`src/rtl/dma_burst_engine.sv`:
```
// Burst DMA engine: moves a byte range between memory and a valid/ready stream
// over an AXI4 master subset, splitting into capped, boundary-safe INCR bursts.
//
// state | meaning
// IDLE  | waiting for start, ready=1
// CALC  | size the next burst from remaining beats, burst cap and boundary
// ADDR  | AW/AR valid held with cur/AxLEN until accepted
// DATA  | stream <-> W/R beats pass through combinationally
// RESP  | write only: bready held until B arrives
// DONE  | zero-length transfer completion pulse
module dma_burst_engine #(
    parameter int ADDR_W    = 32,
    parameter int DATA_W    = 32,
    parameter int LEN_W     = 16,
    parameter int MAX_BURST = 256,
    parameter int BOUNDARY  = 4096
) (
    input  logic                clk,
    input  logic                rst,
    input  logic                start,
    input  logic [ADDR_W-1:0]   addr,
    input  logic [LEN_W-1:0]    length,
    input  logic                read_not_write,
    output logic                ready,
    output logic                done,
    output logic                error,
    input  logic [DATA_W-1:0]   in_data,
    input  logic                in_valid,
    output logic                in_ready,
    output logic [DATA_W-1:0]   out_data,
    output logic [DATA_W/8-1:0] out_strb,
    output logic                out_last,
    output logic                out_valid,
    input  logic                out_ready,
    output logic [ADDR_W-1:0]   m_axi_awaddr,
    output logic [7:0]          m_axi_awlen,
    output logic                m_axi_awvalid,
    input  logic                m_axi_awready,
    output logic [DATA_W-1:0]   m_axi_wdata,
    output logic [DATA_W/8-1:0] m_axi_wstrb,
    output logic                m_axi_wlast,
    output logic                m_axi_wvalid,
    input  logic                m_axi_wready,
    input  logic [1:0]          m_axi_bresp,
    input  logic                m_axi_bvalid,
    output logic                m_axi_bready,
    output logic [ADDR_W-1:0]   m_axi_araddr,
    output logic [7:0]          m_axi_arlen,
    output logic                m_axi_arvalid,
    input  logic                m_axi_arready,
    input  logic [DATA_W-1:0]   m_axi_rdata,
    input  logic [1:0]          m_axi_rresp,
    input  logic                m_axi_rlast,
    input  logic                m_axi_rvalid,
    output logic                m_axi_rready
);

    localparam int BYTES = DATA_W / 8;
    localparam int LB    = $clog2(BYTES);
    localparam int BND_W = $clog2(BOUNDARY);
    localparam int TW    = LEN_W + 2;

    typedef enum logic [2:0] {
        S_IDLE, S_CALC, S_ADDR, S_DATA, S_RESP, S_DONE
    } state_t;

    state_t              state_q, state_d;
    logic [ADDR_W-1:0]   cur_q, cur_d;
    logic [LEN_W:0]      rem_q, rem_d;
    logic [8:0]          beats_q, beats_d;
    logic [7:0]          axlen_q, axlen_d;
    logic [8:0]          cnt_q, cnt_d;
    logic                first_q, first_d;
    logic [LB-1:0]       off_q, off_d;
    logic [LB:0]         lanes_q, lanes_d;
    logic                rnw_q, rnw_d;
    logic                err_q, err_d;
    logic                done_q, done_d;

    logic [TW-1:0]       span, span_m1, tot;
    logic [BND_W:0]      bnd_rem;
    logic [31:0]         beats_calc;
    logic                last_beat, final_burst, xfer_last;
    logic [BYTES-1:0]    mask_first, mask_last, strb;
    logic [LEN_W:0]      rem_after;
    logic [ADDR_W-1:0]   cur_step;
    logic                wr_phase, rd_phase;

    always_comb begin
        span    = TW'(length) + TW'(addr[LB-1:0]);
        span_m1 = span - TW'(1);
        tot     = (span + TW'(BYTES - 1)) >> LB;
        bnd_rem = (BND_W+1)'(BOUNDARY) - (BND_W+1)'(cur_q[BND_W-1:0]);

        // beats = min(remaining, burst cap, beats left before the boundary line)
        beats_calc = 32'(rem_q);
        if (beats_calc > 32'(MAX_BURST))
            beats_calc = 32'(MAX_BURST);
        if (beats_calc > 32'(bnd_rem >> LB))
            beats_calc = 32'(bnd_rem >> LB);
    end

    assign last_beat   = (cnt_q == beats_q - 9'd1);
    assign final_burst = (rem_q == (LEN_W+1)'(beats_q));
    assign xfer_last   = last_beat && final_burst;
    assign mask_first  = {BYTES{1'b1}} << off_q;
    assign mask_last   = ~({BYTES{1'b1}} << lanes_q);
    assign strb        = (first_q ? mask_first : {BYTES{1'b1}}) &
                         (xfer_last ? mask_last : {BYTES{1'b1}});
    assign rem_after   = rem_q - (LEN_W+1)'(beats_q);
    assign cur_step    = ADDR_W'(beats_q) << LB;

    always_comb begin
        state_d = state_q;
        cur_d   = cur_q;
        rem_d   = rem_q;
        beats_d = beats_q;
        axlen_d = axlen_q;
        cnt_d   = cnt_q;
        first_d = first_q;
        off_d   = off_q;
        lanes_d = lanes_q;
        rnw_d   = rnw_q;
        err_d   = err_q;
        done_d  = 1'b0;

        case (state_q)
            S_IDLE: begin
                if (start) begin
                    err_d = 1'b0;
                    if (length == '0) begin
                        state_d = S_DONE;
                        done_d  = 1'b1;
                    end else begin
                        cur_d   = addr & ~ADDR_W'(BYTES - 1);
                        rem_d   = (LEN_W+1)'(tot);
                        off_d   = addr[LB-1:0];
                        lanes_d = (LB+1)'(span_m1 & TW'(BYTES - 1)) + (LB+1)'(1);
                        rnw_d   = read_not_write;
                        first_d = 1'b1;
                        state_d = S_CALC;
                    end
                end
            end
            S_CALC: begin
                beats_d = 9'(beats_calc);
                axlen_d = 8'(beats_calc - 32'd1);
                state_d = S_ADDR;
            end
            S_ADDR: begin
                cnt_d = '0;
                if (rnw_q ? m_axi_arready : m_axi_awready)
                    state_d = S_DATA;
            end
            S_DATA: begin
                if (!rnw_q) begin
                    if (in_valid && m_axi_wready) begin
                        cnt_d   = cnt_q + 9'd1;
                        first_d = 1'b0;
                        if (last_beat)
                            state_d = S_RESP;
                    end
                end else if (m_axi_rvalid && out_ready) begin
                    cnt_d   = cnt_q + 9'd1;
                    first_d = 1'b0;
                    if (m_axi_rresp != 2'b00)
                        err_d = 1'b1;
                    if (m_axi_rlast) begin
                        cur_d   = cur_q + cur_step;
                        rem_d   = rem_after;
                        done_d  = (rem_after == '0);
                        state_d = (rem_after == '0) ? S_IDLE : S_CALC;
                    end
                end
            end
            S_RESP: begin
                if (m_axi_bvalid) begin
                    if (m_axi_bresp != 2'b00)
                        err_d = 1'b1;
                    cur_d   = cur_q + cur_step;
                    rem_d   = rem_after;
                    done_d  = (rem_after == '0);
                    state_d = (rem_after == '0) ? S_IDLE : S_CALC;
                end
            end
            S_DONE: state_d = S_IDLE;
            default: state_d = S_IDLE;
        endcase
    end

    always_ff @(posedge clk) begin
        if (!rst) begin
            state_q <= S_IDLE;
            cur_q   <= '0;
            rem_q   <= '0;
            beats_q <= '0;
            axlen_q <= '0;
            cnt_q   <= '0;
            first_q <= 1'b0;
            off_q   <= '0;
            lanes_q <= '0;
            rnw_q   <= 1'b0;
            err_q   <= 1'b0;
            done_q  <= 1'b0;
        end else begin
            state_q <= state_d;
            cur_q   <= cur_d;
            rem_q   <= rem_d;
            beats_q <= beats_d;
            axlen_q <= axlen_d;
            cnt_q   <= cnt_d;
            first_q <= first_d;
            off_q   <= off_d;
            lanes_q <= lanes_d;
            rnw_q   <= rnw_d;
            err_q   <= err_d;
            done_q  <= done_d;
        end
    end

    // Data outputs are gated to the active phase so idle/reset values are zero.
    assign wr_phase = (state_q == S_DATA) && !rnw_q;
    assign rd_phase = (state_q == S_DATA) && rnw_q;

    assign ready         = (state_q == S_IDLE);
    assign done          = done_q;
    assign error         = err_q;

    assign m_axi_awaddr  = cur_q;
    assign m_axi_araddr  = cur_q;
    assign m_axi_awlen   = axlen_q;
    assign m_axi_arlen   = axlen_q;
    assign m_axi_awvalid = (state_q == S_ADDR) && !rnw_q;
    assign m_axi_arvalid = (state_q == S_ADDR) && rnw_q;

    assign m_axi_wdata   = wr_phase ? in_data : '0;
    assign m_axi_wstrb   = wr_phase ? strb : '0;
    assign m_axi_wlast   = wr_phase && last_beat;
    assign m_axi_wvalid  = wr_phase && in_valid;
    assign in_ready      = wr_phase && m_axi_wready;
    assign m_axi_bready  = (state_q == S_RESP);

    assign out_data      = rd_phase ? m_axi_rdata : '0;
    assign out_strb      = rd_phase ? strb : '0;
    assign out_last      = rd_phase && xfer_last;
    assign out_valid     = rd_phase && m_axi_rvalid;
    assign m_axi_rready  = rd_phase && out_ready;

endmodule

```
`config.mk`:
```
export PLATFORM = sky130hd
export DESIGN_NAME = dma_burst_engine
export DESIGN_NICKNAME = d
export VERILOG_FILES = /design/src/rtl/dma_burst_engine.sv
export SDC_FILE = /design/constraint.sdc
export NUM_CORES = 1
export LEC_CHECK = 0
export BUFFER_PORTS_ARGS = -buffer_cell sky130_fd_sc_hd__buf_2
export CAP_MARGIN = 5
export CORE_ASPECT_RATIO = 0.7
export CORE_MARGIN = 3
export CORE_UTILIZATION = 55
export DETAILED_ROUTE_END_ITERATION = 7
export GPL_ROUTABILITY_DRIVEN = 0
export GPL_TIMING_DRIVEN = 0
export PLACE_DENSITY = 0.91
export REMOVE_ABC_BUFFERS = 1
export SYNTH_ARGS = -nofsm -noshare
export SYNTH_HDL_FRONTEND = slang
export SYNTH_SLANG_ARGS = --single-unit
```
`constraint.sdc`:
```
create_clock -name clk -period 10.5 [get_ports clk]
set_input_delay 0.525 -clock clk [delete_from_list [all_inputs] [get_ports clk]]
set_output_delay 0.525 -clock clk [all_outputs]
set_load 0.01 [all_outputs]
```
-- After elaboration in Yosys (flattened, before gate mapping)
Index checks and enable logic that the tools add are counted.
- bits in read-only memories: 0
- bits of input ports: 128
- latch bits: 0
- word-level logic and storage cells: 134
- RAM bits: 0
- output and inout bits: 164
- flip-flop bits (word level): 87
- memories: 0
- $mul: 0
- $add $sub $neg: 10
- divide/modulo/power cells: 0
- magnitude comparators: 2
- multiplexer cells: 58
- reductions and logical operators: 28
- bitwise operators: 3
- equal/unequal tests: 19
- shifts and indexed selects: 2
- operators with widths (kind ; number):
    two-way mux 32 bit ; 8
    two-way mux 17 bit ; 7
    one-hot mux 32 bit (3 select lines) ; 1
    one-hot mux 17 bit (3 select lines) ; 1
    two-way mux 9 bit ; 4
    adder 32 x 11 -> 32 bit ; 1
    two-way mux 3 bit ; 9
    AND reduction 7 bit ; 3
    two-way mux 1 bit ; 19
    adder 17 x 2 -> 18 bit (second input constant) ; 1
    one-hot mux 9 bit (2 select lines) ; 1
    adder 16 x 2 -> 17 bit ; 1
    == test 17 x 9 -> 1 bit ; 1
    > comparator 17 x 11 -> 1 bit ; 1
    > comparator 17 x 9 -> 1 bit (second input constant) ; 1
    logical NOT 17 bit ; 1
    subtractor 17 x 9 -> 17 bit ; 1
    logical NOT 16 bit ; 1
    two-way mux 4 bit ; 4
    inequality test 2 bit (second input constant) ; 8
    one-hot mux 3 bit (5 select lines) ; 1
    logical AND 1 bit ; 13
    subtractor 13 x 12 -> 13 bit (first input constant) ; 1
    inequality test 3 bit (second input constant) ; 4
    other kinds (23) ; 29

-- Logic depth before layout (Yosys ltp)
- depth after elaboration: 7
- depth in mapped cells: 20
- gate-level depth less buffers: 17

-- Worst setup path after synthesis
OpenSTA, ideal clock, no wires.
- path kind: reg2reg
- start point: register rem_q[9]
- end point: register axlen_q[4], in the netlist m_axi_arlen[4]
- path buffers: 3
- data arrival time: 4004 ps
- data required time: 10426 ps
- stages on the path, launching flop included: 20
- path slack: 6422 ps
- period minus slack after synthesis: 4078 ps
- setup time: 74 ps
- cell sequence: dfxtp_1 > clkbuf_1 > nor3_1 > nand2_1 > nor4_1 > clkbuf_1 > inv_1 > nor2_1 > ha_1 > and4_1 > a221o_1 > a211o_1 > nand2_1 > buf_1 > nor2_1 > a21oi_1 > ha_1 > inv_1 > or3_1 > a31oi_1
- word-level cells in the longest chain between the ends: 5
- ends and longest elaborated chain (what ; RTL line ; text):
    start, declared ; 69 ; logic [LEN_W:0] rem_q, rem_d;
    start signal, assigned ; 208 ; rem_q <= rem_d;
    > comparator 17 x 9 -> 1 bit ; 97 ; if (beats_calc > 32'(MAX_BURST))
    two-way mux 17 bit * ; 97 ;
    > comparator 17 x 11 -> 1 bit ; 99 ; if (beats_calc > 32'(bnd_rem >> LB))
    two-way mux 9 bit * ; 99 ;
    subtractor 8 x 1 -> 8 bit * ; 147 ; axlen_d = 8'(beats_calc - 32'd1);
    end signal, assigned ; 210 ; axlen_q <= axlen_d;
    end, declared ; 71 ; logic [7:0] axlen_q, axlen_d;
Every way passes the cells marked *; elsewhere a longest branch is shown, timed or not.
A chain may end at the register's enable or synchronous reset.

-- Worst setup path in the final report
Same ends and word-level chain as after synthesis.

==> impl_results.md <==
- Pwr/cell area: 278 nW/um2
- Synthesized instance count: 1,056
- Cell Rows: 35
- Proportion of netlist area held by the largest area contributor: 0.222
- Post-Synthesis Mean Instance Area: 7.25 um2
- Number of antenna-violating nets in the routed design: 0
- Fin crit share: 0.480
- Launch instance of the worst register-to-register path: rem_q[9]
- Number of distinct library cell variants in the gate-level netlist after synthesis: 77
- Cell internal pwr: 0.00129 W
- Post-place setup slack: 5670 ps
- IO Count: 292
- Die W: 147 um
- Routed wirelength normalized by instance count: 17.5 um
- H-Tree Depth: 3
- Worst hold path class: primary input to flip-flop
- Source of the worst hold timing path: read_not_write
- Share of total power in combinational logic: 0.622
- Reported leakage power: 4.45 nW
- Area delta synth->final: 21.0%
- Total Nets Final: 1,438
- CP Data Arrival Time: 5320 ps
- Crit start category: flip-flop
- Vias in the first global route: 7,992
- Run status: completed
- TritonCTS Buffers: 9
- Clk_lat worst skew: 350 ps
- Per-cell via count in the routed design: 6.09
- Via total after detailed routing: 8,894
- Final period demand of the worst path: 5040 ps
- DP Wirelength: 19,000 um
- Area of the die: 15,400 um2
- Sequential-to-total area share from yosys stat: 0.222
- Post-CTS Setup Repair Bufs: 0
- Final setup vio count: 0
- Hold Vio Cnt, Final: 0
- Clock transition at the register clock pins on the worst setup and hold paths after CTS: 60 ps
- Critical R2R Capture: m_axi_arlen[4]
- Ranking of synthesized cells by area: sky130_fd_sc_hd__dfxtp_1 (22%), sky130_fd_sc_hd__ha_1 (6.0%), sky130_fd_sc_hd__a21oi_1 (5.1%)
- Violation count after the first detailed-routing iteration: 1,212
- Share of cells above drive strength 1: 0.259
- Slack of the critical path: 5460 ps
- Switching power total: 0.00129 W
- Slew at the pin closest to its max-slew limit: 1180 ps
- Primary flip-flop cell chosen by synthesis mapping: sky130_fd_sc_hd__dfxtp_1
- Fillcell total: 1,114
- Number of buffers inserted by hold repair at cts: 0
- Hold path cells: 3
- Initial cell density of the core: 0.571
- Clock Tree Root: sky130_fd_sc_hd__clkbuf_16
- Maximum clock frequency: 0.198 GHz
- CP Class: flip-flop to flip-flop
- Most area-hungry cell type in the Yosys netlist: sky130_fd_sc_hd__dfxtp_1
- Max Fanout on Critical Path: 9
- Pin count of the biggest net entering global routing: 54
- Endpoint with the worst hold slack: rnw_q
- Clock network fraction of design power: 0.149
- Number of enable-type register cells in the synthesized netlist: 0
- Final routed wirelength across all metal layers: 25,600 um
- Register-to-register setup slack: 5460 ps
- Share of synthesized flip-flops with an asynchronous set or reset: 0
- Synthesis-stage register bit count: 85
- Setup repair after global routing missed its margin: no
- Residual overflow from global routing: 0
- Number of optimization iterations in the first detailed-route pass: 8
- Max Buffers Root-to-Sink: 2
- Floorplan Core Area: 13,400 um2
- Max-cap check violation count: 0
- Clock skew after layout: 9.00 ps
- Hold Worst Slack: 416 ps
- Overall global routing resource usage: 0.312
- Required time of the critical path: 10,780 ps
- Final sum of negative setup slack: 0 ps
- Synthesized area: 7650 um2
- Worst vdd rail ir drop: 0.159 mV
- Number of antenna cells inserted: 0
- Sequential fraction of design power: 0.229
- Clock tree from TritonCTS: built
- Switching share of power: 0.501
- Number of warnings reported in the yosys synthesis log: 0
- Worst max-slew margin expressed relative to the limit: 0.212
- Number of port buffers: 287
- Clock tree sinks: 85
- DRC violation count after routing: 0
- Die span in y: 105 um
- Total count of max-transition violations in the final report: 0
- # resized after CTS: 0
- Reg2reg path depth: 16
- Initial antenna violation count: 0
- Wire length of the first global-routing pass: 40,000 um
- Element type at the critical path end: flip-flop
-- registers in the layout, indices dropped and copies added (netlist names), 2 cells and up --
| name | flops |
|---|---|
| beats_q | 9 |
| rem_q | 17 |
| off_q | 2 |
| m_axi_araddr | 30 |
| m_axi_arlen | 8 |
| state_q | 3 |
| cnt_q | 9 |
| lanes_q | 3 |
-- cell type report --
class	count	area, um2	area share
Clock buffer	11	253	0.0273
Clock inverter	5	106	0.0115
Inverter	32	121	0.0131
Multi-Input combinational cell	848	5340	0.577
Sequential cell	85	1700	0.184
Tap cell	185	231	0.0250
Timing Repair Buffer	294	1510	0.163
-- cells in the mapped netlist, types with 6 or more instances --
library cell	count
sky130_fd_sc_hd__nor3_1	31
sky130_fd_sc_hd__a31oi_1	8
sky130_fd_sc_hd__nor4_1	21
sky130_fd_sc_hd__a211oi_1	25
sky130_fd_sc_hd__buf_4	42
sky130_fd_sc_hd__o21a_1	10
sky130_fd_sc_hd__nand4_1	19
sky130_fd_sc_hd__o22ai_1	6
sky130_fd_sc_hd__a21o_1	12
sky130_fd_sc_hd__dfxtp_1	85
sky130_fd_sc_hd__nand2b_1	18
sky130_fd_sc_hd__inv_1	31
sky130_fd_sc_hd__nor2_1	100
sky130_fd_sc_hd__nand3_1	32
sky130_fd_sc_hd__and2_1	46
sky130_fd_sc_hd__xnor2_1	35
sky130_fd_sc_hd__or3_1	14
sky130_fd_sc_hd__ha_1	37
sky130_fd_sc_hd__and3_1	49
sky130_fd_sc_hd__nand2_1	91
sky130_fd_sc_hd__o31ai_1	6
sky130_fd_sc_hd__a311oi_1	6
sky130_fd_sc_hd__a21oi_1	78
sky130_fd_sc_hd__nor2b_1	9
sky130_fd_sc_hd__clkbuf_1	47
sky130_fd_sc_hd__xor2_1	26
sky130_fd_sc_hd__o21ai_0	62
-- per-layer routing --
| metal | global-route usage | vias to the layer above | share of wire |
|---|---|---|---|
| met5 | 0 | - | 0 |
| met4 | 0.0971 | 0 | 0.023 |
| met3 | 0.0750 | 65 | 0.11 |
| met2 | 0.488 | 554 | 0.45 |
| met1 | 0.426 | 4047 | 0.42 |
| li1 | - | 4228 | - |
-- layout by cell type (no fill, tap or decap), drive strengths merged, types with 5 or more instances in the layout --
master and count:
a211oi 25, a21o 12, a21oi 78, a221oi 5, a311oi 6, a31oi 8
and2 46, and3 49, buf 294, clkbuf 11, conb 6, dfxtp 85
ha 37, inv 31, mux2i 5, nand2 91, nand2b 18, nand3 32
nand3b 5, nand4 19, nor2 100, nor2b 9, nor3 32, nor3b 5
nor4 21, o21a 10, o21ai 62, o22ai 6, o31ai 7, or3 14
or4 5, xnor2 35, xor2 26
-- power by group through the flow --
stage / Sequential, W / Combinational, W / Clock (W)
after floorplan: 0.000589 / 0.00103 / 0
after global placement: 0.000579 / 0.00145 / 0
after detailed placement: 0.000586 / 0.00152 / 0
after CTS: 0.000579 / 0.00155 / 0.000385
after global routing: 0.000605 / 0.00175 / 0.000399
final: 0.000589 / 0.00160 / 0.000383
-- kinds of logic (layout without fill, tap and decap cells) --
family / count (synthesis) / after routing / synth area share
multiplexers: 7 / 7 / 0.00948
flip-flops: 85 / 85 / 0.222
buffers and inverters: 128 / 342 / 0.0840
AND/OR/NAND/NOR: 462 / 462 / 0.315
other: 1 / 6 / 0.000490
AO/OA/AOI/OAI: 272 / 272 / 0.231
XOR/XNOR: 61 / 61 / 0.0698
adder cells (fa/ha/maj): 40 / 40 / 0.0683
-- worst max path at each step --
stage / startpoint / end / cells after the start
global placement: rem_q[9] / m_axi_arlen[4] / 15
detailed placement: rem_q[9] / m_axi_arlen[4] / 16
floorplan: rem_q[9] / m_axi_arlen[4] / 15
global route: rem_q[9] / m_axi_arlen[4] / 16
finish: rem_q[9] / m_axi_arlen[4] / 16
CTS: rem_q[9] / m_axi_arlen[4] / 16
-- worst max-delay path: stages (launching register included) --
cell and delay, ps:
sky130_fd_sc_hd__dfxtp_1 390, sky130_fd_sc_hd__nor3_1 430, sky130_fd_sc_hd__nand2_1 100, sky130_fd_sc_hd__nor4_1 560, sky130_fd_sc_hd__buf_2 310, sky130_fd_sc_hd__and2_1 200
sky130_fd_sc_hd__ha_1 260, sky130_fd_sc_hd__a21o_1 190, sky130_fd_sc_hd__a21o_1 170, sky130_fd_sc_hd__a221o_1 310, sky130_fd_sc_hd__a211oi_1 640, sky130_fd_sc_hd__nor2_1 240
sky130_fd_sc_hd__a21oi_1 330, sky130_fd_sc_hd__ha_1 240, sky130_fd_sc_hd__inv_1 80, sky130_fd_sc_hd__or3_1 360, sky130_fd_sc_hd__a31oi_1 160
-- metrics by stage --
| step | instance area (um2) | instances | power (W) | util |
|---|---|---|---|---|
| floorplan | 7150 | 965 | 0.00162 | - |
| global placement | 8820 | 1437 | 0.00203 | 0.658 |
| detailed placement | 8900 | 1443 | 0.00210 | 0.664 |
| CTS | 9260 | 1459 | 0.00251 | 0.691 |
| global route | 9260 | 1460 | 0.00275 | 0.691 |
| finish | 9260 | 1460 | 0.00258 | 0.691 |
Note: power is estimated with default switching activity, not from simulation.
